## src/rtl/ntt_pkg.sv

```systemverilog
// Shared definitions for the NTT arithmetic path: datapath widths and divider state encoding.
package ntt_pkg;

    localparam int unsigned NTT_W      = 32;
    localparam int unsigned NTT_PROD_W = 64;

    typedef enum logic [1:0] {
        S_IDLE = 2'd0,
        S_RUN  = 2'd1,
        S_DONE = 2'd2
    } div_state_e;

endpackage

```

## src/rtl/div_cond_sub.sv

```systemverilog
// One restoring-division step: compare the shifted partial remainder against the divisor and
// subtract when it fits, producing the next partial remainder and one quotient bit.
module div_cond_sub #(
    parameter int unsigned DIVISOR_W = 32
) (
    input  logic [DIVISOR_W:0]   pr_shifted,
    input  logic [DIVISOR_W-1:0] divisor,
    output logic [DIVISOR_W-1:0] pr_next,
    output logic                 qbit
);

    logic [DIVISOR_W:0] diff;

    // pr_shifted < 2*divisor always holds, so the MSB of this single subtraction is the borrow
    // and a successful subtraction always leaves a result that fits in DIVISOR_W bits.
    assign diff    = pr_shifted - {1'b0, divisor};
    assign qbit    = ~diff[DIVISOR_W];
    assign pr_next = diff[DIVISOR_W] ? pr_shifted[DIVISOR_W-1:0] : diff[DIVISOR_W-1:0];

endmodule

```

## src/rtl/seq_divider_64by32.sv

```systemverilog
// Iterative radix-2 restoring divider, one quotient bit per clock, valid/ready on both sides.
// Produces floor(dividend/divisor) and dividend mod divisor; divide-by-zero is flagged.
module seq_divider_64by32
    import ntt_pkg::*;
#(
    parameter int unsigned DIVIDEND_W = NTT_PROD_W,
    parameter int unsigned DIVISOR_W  = NTT_W
) (
    input  logic                  clk,
    input  logic                  rst,
    input  logic                  in_valid,
    output logic                  in_ready,
    input  logic [DIVIDEND_W-1:0] dividend,
    input  logic [DIVISOR_W-1:0]  divisor,
    output logic                  out_valid,
    input  logic                  out_ready,
    output logic [DIVIDEND_W-1:0] quotient,
    output logic [DIVISOR_W-1:0]  remainder,
    output logic                  div_by_zero
);

    localparam int unsigned CNT_W = $clog2(DIVIDEND_W);

    div_state_e            state_q, state_d;
    logic [DIVIDEND_W-1:0] dq_q, dq_d;
    logic [DIVISOR_W-1:0]  pr_q, pr_d;
    logic [DIVISOR_W-1:0]  divisor_q, divisor_d;
    logic [CNT_W-1:0]      cnt_q, cnt_d;
    logic                  dbz_q, dbz_d;

    logic [DIVISOR_W:0]    pr_shifted;
    logic [DIVISOR_W-1:0]  pr_next;
    logic                  qbit;

    // The stored remainder is always below the divisor, so its extra top bit is implicitly zero.
    assign pr_shifted = {pr_q, dq_q[DIVIDEND_W-1]};

    div_cond_sub #(
        .DIVISOR_W (DIVISOR_W)
    ) u_cond_sub (
        .pr_shifted (pr_shifted),
        .divisor    (divisor_q),
        .pr_next    (pr_next),
        .qbit       (qbit)
    );

    always_comb begin
        state_d   = state_q;
        dq_d      = dq_q;
        pr_d      = pr_q;
        divisor_d = divisor_q;
        cnt_d     = cnt_q;
        dbz_d     = dbz_q;

        unique case (state_q)
            S_IDLE: begin
                if (in_valid) begin
                    divisor_d = divisor;
                    if (divisor != '0) begin
                        dq_d    = dividend;
                        pr_d    = '0;
                        cnt_d   = CNT_W'(DIVIDEND_W - 1);
                        dbz_d   = 1'b0;
                        state_d = S_RUN;
                    end else begin
                        dq_d    = '1;
                        pr_d    = dividend[DIVISOR_W-1:0];
                        dbz_d   = 1'b1;
                        state_d = S_DONE;
                    end
                end
            end
            S_RUN: begin
                pr_d  = pr_next;
                dq_d  = {dq_q[DIVIDEND_W-2:0], qbit};
                cnt_d = cnt_q - 1'b1;
                if (cnt_q == '0) begin
                    state_d = S_DONE;
                end
            end
            S_DONE: begin
                if (out_ready) begin
                    dbz_d   = 1'b0;
                    state_d = S_IDLE;
                end
            end
            default: begin
                state_d = S_IDLE;
            end
        endcase
    end

    always_ff @(posedge clk) begin
        if (rst) begin
            state_q   <= S_IDLE;
            dq_q      <= '0;
            pr_q      <= '0;
            divisor_q <= '0;
            cnt_q     <= '0;
            dbz_q     <= 1'b0;
        end else begin
            state_q   <= state_d;
            dq_q      <= dq_d;
            pr_q      <= pr_d;
            divisor_q <= divisor_d;
            cnt_q     <= cnt_d;
            dbz_q     <= dbz_d;
        end
    end

    assign in_ready    = (state_q == S_IDLE);
    assign out_valid   = (state_q == S_DONE);
    assign quotient    = dq_q;
    assign remainder   = pr_q;
    assign div_by_zero = dbz_q;

endmodule

```

## config.mk

```make
export PLATFORM = sky130hd
export DESIGN_NAME = seq_divider_64by32
export DESIGN_NICKNAME = d
export VERILOG_FILES = /design/src/rtl/ntt_pkg.sv /design/src/rtl/div_cond_sub.sv /design/src/rtl/seq_divider_64by32.sv
export SDC_FILE = /design/constraint.sdc
export NUM_CORES = 1
export LEC_CHECK = 0
export ABC_CLOCK_PERIOD_IN_PS = 3000
export CORE_MARGIN = 8
export CORE_UTILIZATION = 35
export DETAILED_ROUTE_END_ITERATION = 6
export PLACE_DENSITY = 0.66
export SYNTH_ARGS = -nofsm -noshare
export SYNTH_HDL_FRONTEND = slang
export SYNTH_SLANG_ARGS = --single-unit
```

## constraint.sdc

```tcl
create_clock -name clk -period 3 [get_ports clk]
set_input_delay 0.3 -clock clk [delete_from_list [all_inputs] [get_ports clk]]
set_output_delay 0.3 -clock clk [all_outputs]
set_load 0.02 [all_outputs]
```

==> flow_summary.toml, run 1 <==
[layout]
final_common_cell = "clkdlybuf4s50_1"
antenna_cells_inserted = 0
multi_input_area_um2 = 4975
areaGrowthSynthToFinish_pct = 44.93
layout.nets = 1394
drive_gt1_share_pct = 14.15
stdcell_count = 1557
nFillCells = 2120
final_cell_mix = "clkdlybuf4s50_1, nand2_1, a21oi_1, dfxtp_1, nor2_1"
regArea_um2 = 2748

[global_routing]
grtUsageTotal_pct = 19.97
overflow = 0
antenna_found_initial = 1
grt_max_degree = 74
grt_pass1_vias = 8418
grt_pass1_wl_um = 45110

[logic_synthesis]
synthFlopType = "dfxtp_1"
netlist_instances = 1047
synthDistinctLibCells = 69
synth-seq-cells = 137
yosys.area.top_type = "dfxtp_1"
synthDominantCellAreaShare_pct = 34.39
synthArstFlopShare_pct = 0
synth_edf_count = 0
syn_avg_cell_area_um2 = 7.617
synth_warnings = 0
seq_area_frac_synth_pct = 34.39
syn_nets = 1182
synth_top_cells_by_area = "dfxtp_1, a21oi_1, nand2_1"
synth_area_um2 = 7975

[placement]
gp_congestion = 0.8721
dp_slack_ps = -74.38
dp_hpwl_um = 21320
io_buffers = 198
dpl.cell_count = 1507

[critical_path]
startpoint_type = "flop"
critical-path-slowest-cell = "fa_2"
worstPathArrival_ps = 3350
crit_fanout = 6
end_kind = "flop"
critPathKind = "reg2reg"
slowest_delay_ps = 390
crit_chain = "inv_2 > ha_4 > fa_2 > nand2b_4 > a21oi_4 > o21ai_4 > o311ai_4 > o31ai_4 > o32a_4 > buf_12 > clkbuf_16 > a21oi_2 > a41oi_2 > a221oi_2"
worstPathRequired_ps = 3350

[cts]
htree_levels = 4
clock_path_buffers = 2
cts_buffers = 17
clk_pin_slew_ps = 70
hold_buffers = 0
cts_tree = "yes"
cts_num_sinks = 137
cts-root-buf = "clkbuf_16"
clkLatencyLatePin_ps = 430

[timing]
worstMarginPinSlew_ps = 755.0
max_slew_margin_pct = 49.67
layout_min_cycle_time_ps = 3003
worst_slack_ps = -2.632
slew_violations = 0
finalSetupViolCount = 1
tns_ps = -2.632
period_share_pct = 100.1
rsz0062_at_grt = "true"
fin_skew_ps = 11.79
fmax_mhz = 333.0
hold_viol = 0

[routing]
ant_nets = 0
firstDrtPassIters = 5
drt_wl_total_um = 30290
wl_per_cell_um = 19.46
routed_via_density = 5.627
vias = 8761
route.detailed.drc = 0
drt_iter0_drc = 626

[pwr]
power.density_nw_per_um2 = 1110
p_switching_mw = 5.866
combPwrFrac_pct = 64.0
clock_power_share_pct = 15.9
p_leak_nw = 4.395
total_power_mw = 12.83
ir_drop_mv = 0.7278
p_seq_share_pct = 20.1
swShare_pct = 45.72
internal_power_mw = 6.964

[worst_hold_path]
hp-class = "in2reg"

[floorplan]
die_w_um = 167.0
core_um2 = 22500
rows = 55
die_h_um = 167.0
ios = 199
initial_utilization_pct = 35.44
die_area_um2 = 27870

[run_status]
violations = "setup timing"
status = "finished, violations left"

[run]
max_cap_violations = 0
-- power by group through the flow --
| stage | clock network, mW | registers [mW] | logic, mW |
|---|---|---|---|
| floorplan | 0 | 2.88 | 4.02 |
| global placement | 0 | 2.61 | 6.47 |
| detailed placement | 0 | 2.61 | 6.50 |
| CTS | 2.06 | 2.57 | 6.55 |
| global route | 2.15 | 2.63 | 8.74 |
| finish | 2.03 | 2.58 | 8.21 |
-- path summary, 6_finish.rpt --
path,cells past startpoint,end,slack (ps),startpoint
max reg2reg,14,remainder[2],-3,quotient[63]
min,3,divisor_q[8],450,divisor[8]
min reg2reg,2,divisor_q[22],450,divisor_q[22]
max,14,remainder[2],-3,quotient[63]
-- timing repair --
action / CTS / global route
setup buffers: 0 / 10
resized for setup: 1 / 62
gates cloned: 0 / 8
pin swaps: 3 / 33
setup endpoints to repair: 4 / 32
-- per-stage QoR --
stage / hold slack [ps] / util (%) / cell area [um^2]
after detailed placement: 446.7 / 46.76 / 10520
after global routing: 455.9 / 51.37 / 11560
final: 448.6 / 51.37 / 11560
after CTS: 427.8 / 49.25 / 11080
after floorplan: 436.0 / - / 7980
after global placement: 444.3 / 46.76 / 10520
-- registers in the layout, summed over array words and instances (netlist names) --
signal / count
remainder: 32
cnt_q: 6
divisor_q: 32
div_by_zero: 1
state_q: 2
quotient: 64
-- logic make-up after synthesis --
kind of cell,synth area share (%)
compound gates,27.83
xor+xnor,3.075
fa+ha+maj,5.585
buf+inv,6.840
flops,34.39
mux,0.6432
simple gates,21.63
-- cell type report --
cell class                      instances  share of cell area (%)
Clock buffer                           17                   3.680
Clock inverter                         15                   1.137
Inverter                               44                   1.429
Multi-Input combinational cell        783                   43.04
Sequential cell                       137                   23.77
Tap cell                              285                   3.085
Timing Repair Buffer                  276                   23.86
-- synthesized netlist by cell type (all sizes together) (3+ instances only) --
cell type,number
nor3,19
or3,6
a21o,20
o211ai,11
a41oi,4
clkbuf,67
xnor2,11
ha,34
o311ai,3
buf,19
xor2,17
and2,4
o21ai,17
inv,43
nand4,13
mux2i,4
a211oi,24
o21bai,3
and3,4
nand2,173
a31oi,8
o211a,4
nor2,96
nor4,25
o221ai,49
o21a,6
dfxtp,137
nand3,22
a21oi,147
nand2b,12
nor2b,4
a221oi,11
-- layer usage --
metal / wire [um] / GRT usage [%] / vias up / share of wire, %
li1: - / - / 4208 / -
met1: 12490 / 23.82 / 4137 / 41
met2: 14560 / 34.32 / 346 / 48
met3: 2301 / 4.988 / 68 / 7.6
met4: 935 / 6.933 / 2 / 3.1
met5: 13 / 0 / - / 0.043
-- worst max-delay path, delay by kind of cell, from the launching register on --
family          cells  cell delay (ps)
compound gates      8             1510
fa+ha+maj           2              550
buf+inv             3              370
flops               1              340
simple gates        1              160
No activity file was read; power rests on OpenSTA's default activity.
==> inputs of run 2 (changes only) <==
--- a/config.mk
+++ b/config.mk
@@ -10,6 +10,7 @@
 export CORE_UTILIZATION = 35
 export DETAILED_ROUTE_END_ITERATION = 6
 export PLACE_DENSITY = 0.66
+export SLEW_MARGIN = 40
 export SYNTH_ARGS = -nofsm -noshare
 export SYNTH_HDL_FRONTEND = slang
 export SYNTH_SLANG_ARGS = --single-unit
==> results of run 2 <==
Final layout, timing and power as in run 1 (identical DEF).
